--- config.mk ---
export PLATFORM = sky130hd
export DESIGN_NAME = pixel_fetch_stage
export DESIGN_NICKNAME = d
export VERILOG_FILES = /design/src/rtl/disp_pkg.sv /design/src/rtl/pixel_fetch_stage_delay_line.sv /design/src/rtl/pixel_fetch_stage.sv
export SDC_FILE = /design/constraint.sdc
export NUM_CORES = 1
export LEC_CHECK = 0
export BUFFER_PORTS_ARGS = -buffer_cell sky130_fd_sc_hd__buf_2
export CAP_MARGIN = 20
export CORE_MARGIN = 1
export CORE_UTILIZATION = 40
export CTS_CLUSTER_SIZE = 12
export DETAILED_ROUTE_END_ITERATION = 10
export PLACE_DENSITY = 0.76
export SYNTH_ARGS = -nofsm -noshare
export SYNTH_HDL_FRONTEND = slang
export SYNTH_SLANG_ARGS = --single-unit
--- constraint.sdc ---
create_clock -name clk -period 1.96 [get_ports clk]
set_input_delay 0.196 -clock clk [delete_from_list [all_inputs] [get_ports clk]]
set_output_delay 0.196 -clock clk [all_outputs]
set_load 0.01 [all_outputs]
--- src/rtl/disp_pkg.sv ---
// Shared types and constants for the pixel fetch stage: FSM state encoding,
// the largest supported memory latency and the sync polarity selectors.
package disp_pkg;

    typedef enum logic [1:0] {
        S_WAIT = 2'd0,
        S_ARM  = 2'd1,
        S_RUN  = 2'd2
    } fetch_state_t;

    localparam int   MEM_LAT_MAX  = 4;
    localparam logic SYNC_POL_POS = 1'b1;
    localparam logic SYNC_POL_NEG = 1'b0;

endpackage

--- src/rtl/pixel_fetch_stage_delay_line.sv ---
// delay_line: WIDTH-bit shift register, DEPTH stages deep, with a synchronous
// active-low clear that empties every stage at once.
module delay_line #(
    parameter int WIDTH = 1,
    parameter int DEPTH = 1
) (
    input  logic             clk,
    input  logic             rst_n,
    input  logic [WIDTH-1:0] i_data,
    output logic [WIDTH-1:0] o_data
);

    logic [WIDTH-1:0] r_stage [DEPTH];

    always_ff @(posedge clk) begin
        if (!rst_n) begin
            for (int i = 0; i < DEPTH; i++) begin
                r_stage[i] <= '0;
            end
        end else begin
            r_stage[0] <= i_data;
            for (int i = 1; i < DEPTH; i++) begin
                r_stage[i] <= r_stage[i-1];
            end
        end
    end

    assign o_data = r_stage[DEPTH-1];

endmodule

--- src/rtl/pixel_fetch_stage.sv ---
// pixel_fetch_stage: issues framebuffer reads for active pixels and re-times sync/blank
// to the memory latency. Optional stripe generator: define PIXEL_FETCH_TEST_PATTERN_EN.
module pixel_fetch_stage
    import disp_pkg::*;
#(
    parameter int   ADDR_W   = 19,
    parameter int   PIX_W    = 8,
    parameter int   MEM_LAT  = 2,
    parameter logic SYNC_POL = SYNC_POL_POS
) (
    input  logic              clk,
    input  logic              rst_n,
    input  logic              h_blank_i,
    input  logic              h_sync_i,
    input  logic              v_blank_i,
    input  logic              v_sync_i,
    input  logic [ADDR_W-1:0] addr_i,
`ifdef PIXEL_FETCH_TEST_PATTERN_EN
    input  logic              pattern_i,
`endif
    output logic [ADDR_W-1:0] mem_addr_o,
    output logic              mem_rd_en_o,
    input  logic [PIX_W-1:0]  mem_data_i,
    output logic [PIX_W-1:0]  rgb_o,
    output logic              h_sync_o,
    output logic              v_sync_o,
    output logic              de_o,
    output logic              locked_o,
    output logic [7:0]        frame_cnt_o
);

    localparam int LAT = (MEM_LAT < 1) ? 1 :
                         ((MEM_LAT > MEM_LAT_MAX) ? MEM_LAT_MAX : MEM_LAT);

    fetch_state_t     r_state;
    fetch_state_t     w_nextState;
    logic             r_vBlankQ;
    logic [7:0]       r_frameCnt;
    logic [PIX_W-1:0] r_rgb;
    logic             r_de;
    logic             r_hSync;
    logic             r_vSync;

    logic             w_deRaw;
    logic             w_vbRise;
    logic [2:0]       w_dlyOut;
    logic             w_dlyHs;
    logic             w_dlyVs;
    logic             w_dlyDe;
    logic             w_showPix;
    logic [PIX_W-1:0] w_pixel;

    assign w_deRaw    = ~h_blank_i & ~v_blank_i;
    assign w_vbRise   = v_blank_i & ~r_vBlankQ;
    assign locked_o   = (r_state == S_RUN);
    assign mem_addr_o = addr_i;

    delay_line #(
        .WIDTH (3),
        .DEPTH (LAT)
    ) u_syncDelay (
        .clk    (clk),
        .rst_n  (rst_n),
        .i_data ({h_sync_i, v_sync_i, w_deRaw}),
        .o_data (w_dlyOut)
    );

    assign {w_dlyHs, w_dlyVs, w_dlyDe} = w_dlyOut;
    assign w_showPix = w_dlyDe & locked_o;

`ifdef PIXEL_FETCH_TEST_PATTERN_EN
    logic [PIX_W-1:0] w_dlyStripe;

    // Only the stripe bits of the address are ever displayed, so only they are delayed.
    delay_line #(
        .WIDTH (PIX_W),
        .DEPTH (LAT)
    ) u_addrDelay (
        .clk    (clk),
        .rst_n  (rst_n),
        .i_data (addr_i[PIX_W+3:4]),
        .o_data (w_dlyStripe)
    );

    assign mem_rd_en_o = w_deRaw & locked_o & ~pattern_i;
    assign w_pixel     = pattern_i ? w_dlyStripe : mem_data_i;
`else
    assign mem_rd_en_o = w_deRaw & locked_o;
    assign w_pixel     = mem_data_i;
`endif

    always_ff @(posedge clk) begin
        if (!rst_n) begin
            r_state    <= S_WAIT;
            r_vBlankQ  <= 1'b0;
            r_frameCnt <= 8'd0;
        end else begin
            r_state   <= w_nextState;
            r_vBlankQ <= v_blank_i;
            if ((r_state == S_RUN) && w_vbRise) begin
                r_frameCnt <= r_frameCnt + 8'd1;
            end
        end
    end

    // Lock only on a blank->active transition so the first shown frame is complete.
    always_comb begin
        w_nextState = r_state;
        case (r_state)
            S_WAIT:  if (v_blank_i) w_nextState = S_ARM;
            S_ARM:   if (r_vBlankQ && !v_blank_i) w_nextState = S_RUN;
            S_RUN:   w_nextState = S_RUN;
            default: w_nextState = S_WAIT;
        endcase
    end

    always_ff @(posedge clk) begin
        if (!rst_n) begin
            r_rgb   <= '0;
            r_de    <= 1'b0;
            r_hSync <= ~SYNC_POL;
            r_vSync <= ~SYNC_POL;
        end else begin
            r_rgb   <= w_showPix ? w_pixel : '0;
            r_de    <= w_showPix;
            r_hSync <= w_dlyHs ~^ SYNC_POL;
            r_vSync <= w_dlyVs ~^ SYNC_POL;
        end
    end

    assign rgb_o       = r_rgb;
    assign de_o        = r_de;
    assign h_sync_o    = r_hSync;
    assign v_sync_o    = r_vSync;
    assign frame_cnt_o = r_frameCnt;

endmodule
### Word level (Yosys, flattened, before mapping)

Memory sizes are Yosys's and may differ from the RTL's.
Cells that the tools add are included.

* register bits after elaboration: 22
* RAM bits: 6
* bits of input ports: 33
* memories: 1

* $add $sub $neg: 1
* equal/unequal tests: 4
* multiplexer cells: 7
* bitwise logic cells: 9
* reduce and logical (&&, ||, !) cells: 6

Memory list
* u_syncDelay.r_stage: depth 2, width 3, rd ports 2, clocked after memory_dff 0, wr ports 2, line pixel_fetch_stage_delay_line.sv:13 `logic [WIDTH-1:0] r_stage [DEPTH];`

Operators with widths (count)
* $add A8 B1 Y8 const B: 1
* $mux W3: 2
* $pmux W2 S3: 1
* $and A1 B1 Y1: 4
* $mux W2: 2
* $ne A2 B2 Y1 const B: 2
* $reduce_and A2 Y1: 2
* $not A1 Y1: 3
* $eq A2 B1 Y1 const B: 1
* $eq A2 B2 Y1 const B: 1
* $logic_and A1 B1 Y1: 2
* $logic_not A2 Y1: 1
* $mux W1: 2
* $or A1 B1 Y1: 2
* $logic_not A1 Y1: 1

### Depth between registers and ports, before layout

* word-level depth: 4
* depth in mapped cells: 5

### Cells and area by module

Synthesis repeated with hierarchy kept, for this count alone.

* cells, all modules: 115
* area, all modules: 1149.9 um2

By module, submodules not included
* pixel_fetch_stage: instances 1, cells an instance 100, area an instance 969.7 um2, seq. area each 440.4 um2
* delay_line: instances 1, cells an instance 15, area an instance 180.2 um2, seq. area each 120.1 um2

### Worst setup path after synthesis

OpenSTA, ideal clock, no wires.

* kind: register -> register
* start point: reg r_state[0]
* end point: reg r_frameCnt[6], in the netlist frame_cnt_o[6]
* library setup time: 0.070 ns
* arrival time: 1.433 ns
* required time: 1.890 ns
* setup slack: 0.457 ns
* stages on the path, launching flop included: 6
* cells stage by stage: dfxtp_1 > inv_1 > ha_1 > nand3b_4 > or4_1 > a21oi_1

* cells in the longest elaborated chain, start to end: 2

RTL lines
* start: declaration: line pixel_fetch_stage.sv:35 `fetch_state_t r_state;`
* start signal: assignment: line pixel_fetch_stage.sv:98 `r_state <= w_nextState;`
* $eq A2 B2 Y1
* via locked_o: line pixel_fetch_stage.sv:28 `output logic locked_o,`
* $logic_and A1 B1 Y1: line pixel_fetch_stage.sv:100 `if ((r_state == S_RUN) && w_vbRise) begin`
* end signal: assignment: line pixel_fetch_stage.sv:101 `r_frameCnt <= r_frameCnt + 8'd1;`
* end: declaration: line pixel_fetch_stage.sv:38 `logic [7:0] r_frameCnt;`

The timed path passes the listed nets, and every way through them passes these cells.
A chain may end at the register's enable or synchronous reset.

### Final worst setup path

* start point: reg r_state[0]
* end point: out mem_rd_en_o

* cells in the longest elaborated chain, start to end: 2

RTL lines
* $eq A2 B2 Y1: line pixel_fetch_stage.sv:55 `assign locked_o = (r_state == S_RUN);`
* $and A1 B1 Y1: line pixel_fetch_stage.sv:88 `assign mem_rd_en_o = w_deRaw & locked_o;`
* end: declaration: line pixel_fetch_stage.sv:22 `output logic mem_rd_en_o,`

Every way passes these cells.

==> reports/metrics.csv <==
stage,metric,value,unit
run_status,outcome,completed,
floorplanning,Starting Density,0.418,
floorplanning,die width,55.5,um
floorplanning,io pins,73,
setup_path,R2R Path End,frame_cnt_o[7]$_SDFFE_PN0P_,
synthesis,Avg Synthesized Cell Area,10.0,sq um
layout,Layout fillers,277,
layout,antenna cells,0,
clock_network,CTS Buf Count,3,
global_route,busiest grt layer,met2,
sta,fin. max-slew vios,0,
setup_path,CP peak stage delay,0.35,ns
routing,via/cell ratio,4.93,
clock_network,Clock Tree Buf Depth,2,
synthesis,Post-Synthesis Cells,114,
placed_design,Post-DP HPWL,1420,um
clock_network,CTS clock-pin slew for the worst setup and hold paths,0.14,ns
sta,final-report setup violation count,0,
placed_design,global placer's final weighted congestion,0.735,
global_route,first-pass GRT wire length,3350,um
setup_path,crit-path cells,inv_1 -> ha_1 -> nor3b_1 -> buf_2,
clock_network,clk sink count,28,
layout,Layout area overhead,7.66,%
routing,DR DRC count,0,
sta,RSZ-0062 raised after global routing,no,
global_route,largest net degree at the start of global routing,16,
synthesis,Synth area leaders,"dfxtp_1, buf_4, and2_1, ha_1, a21oi_1",
synthesis,"area leader, netlist",dfxtp_1,
sta,FMAX,619,MHz
clock_network,CTS Root Buffer Type,clkbuf_4,
synthesis,"EDFF count, synth",0,
sta,Hold Slack,0.0523,ns
clock_network,post-CTS setup buffers,0,
clock_network,CTS Hold Bufs,0,
hold_path,Hold Path Stages,2,
sta,actual slew at the worst max-slew pin,0.329,ns
layout,Layout Nets,168,
sta,Final min period,1.61,ns
synthesis,synth cell count leaders,"dfxtp_1, buf_4, and2_1",
hold_path,worst hold start,h_blank_i,
power,Static Leakage,0.586,nW
global_route,global-route usage over all layers,0.139,
setup_path,largest fanout on the critical path,6,
layout,Final Core Density,0.450,
routing,DR iter-0 viols,40,
placed_design,Buffers on Ports,34,
layout,share of cells above drive strength 1,0.308,
synthesis,"Seq/Total Area, Yosys",0.490,
global_route,grt ovf,0,
floorplanning,Die H,55.5,um
global_route,GRT met1 Usage,0.160,
clock_network,"Clk Latency, worst-skew pair",0.32,ns
global_route,grt met3 use,0.0351,
floorplanning,DIE AREA,3080,sq um
setup_path,Reg2Reg Depth,5,
floorplanning,FP Rows,19,
global_route,number of global-route vias before repair,725,
clock_network,H-tree depth,1,
routing,total number of vias,793,
setup_path,WP data arrival,1.42,ns
setup_path,kind of critical path,register to output port,
synthesis,Yosys warnings,0,
job,Max Cap Violations,0,
sta,Rel. slew slack,0.780,
routing,drt first pass iters,4,
layout,non-filler cells in the finished layout,161,
synthesis,register bit total from synthesis,28,
setup_path,origin of the critical flop-to-flop path,r_state[0]$_SDFFE_PN0P_,
setup_path,CP Launch Type,register,
power,Pwr Density,887,nW/um^2
global_route,GR Util met2,0.215,
synthesis,Syn Std Cell Area,1140,sq um
global_route,initial antenna violation count,0,
setup_path,Buf/Inv on CP,2,
synthesis,Synth cell types,26,
sta,setup TNS,0,ns
setup_path,flop2flop setup slack,0.35,ns
routing,ANT nets after route,0,
setup_path,slowest CP cell,dfxtp_1,
power,VDD IR max,0.466,mV
setup_path,CP endpoint kind,output port,
synthesis,"count leader, synth",dfxtp_1,
hold_path,HP Class,primary input to register,
synthesis,share of the synthesized area in the top cell type,0.490,
routing,WL final,1940,um
setup_path,kind of cell adding the most delay to the critical path,flip-flops,
floorplanning,core area,2730,sq um
routing,routed len/inst,12.0,um
placed_design,placed cells,157,
synthesis,main flop type after synthesis,dfxtp_1,
sta,Final Hold Fails,0,
synthesis,Async SR Flop Fraction,0,
hold_path,hold path endpoint,u_syncDelay.r_stage[0][0]$_SDFF_PN0_,
synthesis,Syn Nets,151,
sta,clock skew,0.00581,ns
clock_network,CTS tree,yes,
clock_network,post-cts sizing count,0,
sta,period utilisation layout,0.824,
setup_path,CP required,1.76,ns
[per-layer routing]
metal  part of all wire  wire (um)
met1               0.41        792
met2               0.48        927
met3              0.078        152
met4              0.033         63
met5                  0          0
[logic make-up after synthesis]
group	share of synthesized area
xor gates and xnor gates	0.0153
buffers and inverters	0.151
and+or+nand+nor	0.214
AOI/OAI and AO/OA	0.0766
adders and majority gates	0.0438
muxes	0.00875
DFF	0.490
[through the flow]
| step | instance area [sq um] | setup slack (ns) | power, W |
|---|---|---|---|
| floorplan | 1140 | 0.457 | 0.000811 |
| global placement | 1190 | 0.464 | 0.000815 |
| CTS | 1230 | 0.330 | 0.00110 |
| finish | 1230 | 0.345 | 0.00109 |
| detailed placement | 1190 | 0.384 | 0.000837 |
| global route | 1230 | 0.215 | 0.00115 |
[cell usage in the layout, fill, tap and decap left out]
| cell type | synthesis | routed |
|---|---|---|
| o31ai_1 | 2 | 2 |
| nor2_1 | 3 | 3 |
| inv_1 | 4 | 4 |
| o21ai_0 | 3 | 3 |
| nand2_1 | 2 | 2 |
| xor2_1 | 2 | 2 |
| buf_2 | 0 | 34 |
| nand4b_1 | 2 | 2 |
| or4_1 | 2 | 2 |
| nor3b_1 | 1 | 1 |
| nor2b_1 | 1 | 1 |
| nand4_1 | 2 | 2 |
| and3_2 | 1 | 1 |
| nand3_1 | 1 | 1 |
| a21o_1 | 1 | 1 |
| clkbuf_8 | 0 | 1 |
| mux2i_1 | 1 | 1 |
| a211oi_1 | 2 | 2 |
| a21oi_1 | 7 | 7 |
| clkbuf_4 | 0 | 3 |
| ha_1 | 4 | 4 |
| nand2b_1 | 1 | 1 |
| nand3b_4 | 1 | 1 |
| dfxtp_1 | 28 | 28 |
| and2_1 | 16 | 16 |
| or3_1 | 3 | 3 |
| nor3_1 | 2 | 2 |
[power breakdown]
group | total [W] | internal, W | switching [W]
Combinational | 0.000206 | 0.0000932 | 0.000113
Sequential | 0.000618 | 0.000599 | 0.0000193
Clock | 0.000268 | 0.000114 | 0.000154
[layout make-up]
| type | instances | area [sq um] | area share |
|---|---|---|---|
| Inverter | 4 | 15.0 | 0.0122 |
| Timing Repair Buffer | 34 | 170 | 0.138 |
| Tap cell | 31 | 38.8 | 0.0315 |
| Multi-Input combinational cell | 60 | 410 | 0.333 |
| Clock buffer | 4 | 36.3 | 0.0295 |
| Sequential cell | 28 | 561 | 0.455 |
[state kept, by name (all words and copies together), names as in the netlist]
name	flops
h_sync_o	1
r_state	2
u_syncDelay.r_stage	6
de_o	1
v_sync_o	1
frame_cnt_o	8
r_vBlankQ	1
rgb_o	8
[how the worst max path moves through the flow]
stage / from / endpoint / slack [ns] / depth (start not counted)
2_1_floorplan: r_state[0]$_SDFFE_PN0P_ / frame_cnt_o[6]$_SDFFE_PN0P_ / 0.46 / 5
3_3_place_gp: r_state[0]$_SDFFE_PN0P_ / frame_cnt_o[7]$_SDFFE_PN0P_ / 0.46 / 5
3_5_place_dp: r_state[0]$_SDFFE_PN0P_ / frame_cnt_o[6]$_SDFFE_PN0P_ / 0.38 / 5
4_1_cts: r_state[0]$_SDFFE_PN0P_ / mem_rd_en_o / 0.33 / 4
5_1_grt: r_state[0]$_SDFFE_PN0P_ / frame_cnt_o[7]$_SDFFE_PN0P_ / 0.21 / 5
6_report: r_state[0]$_SDFFE_PN0P_ / mem_rd_en_o / 0.35 / 4
Power figures use the tool's default switching activity.
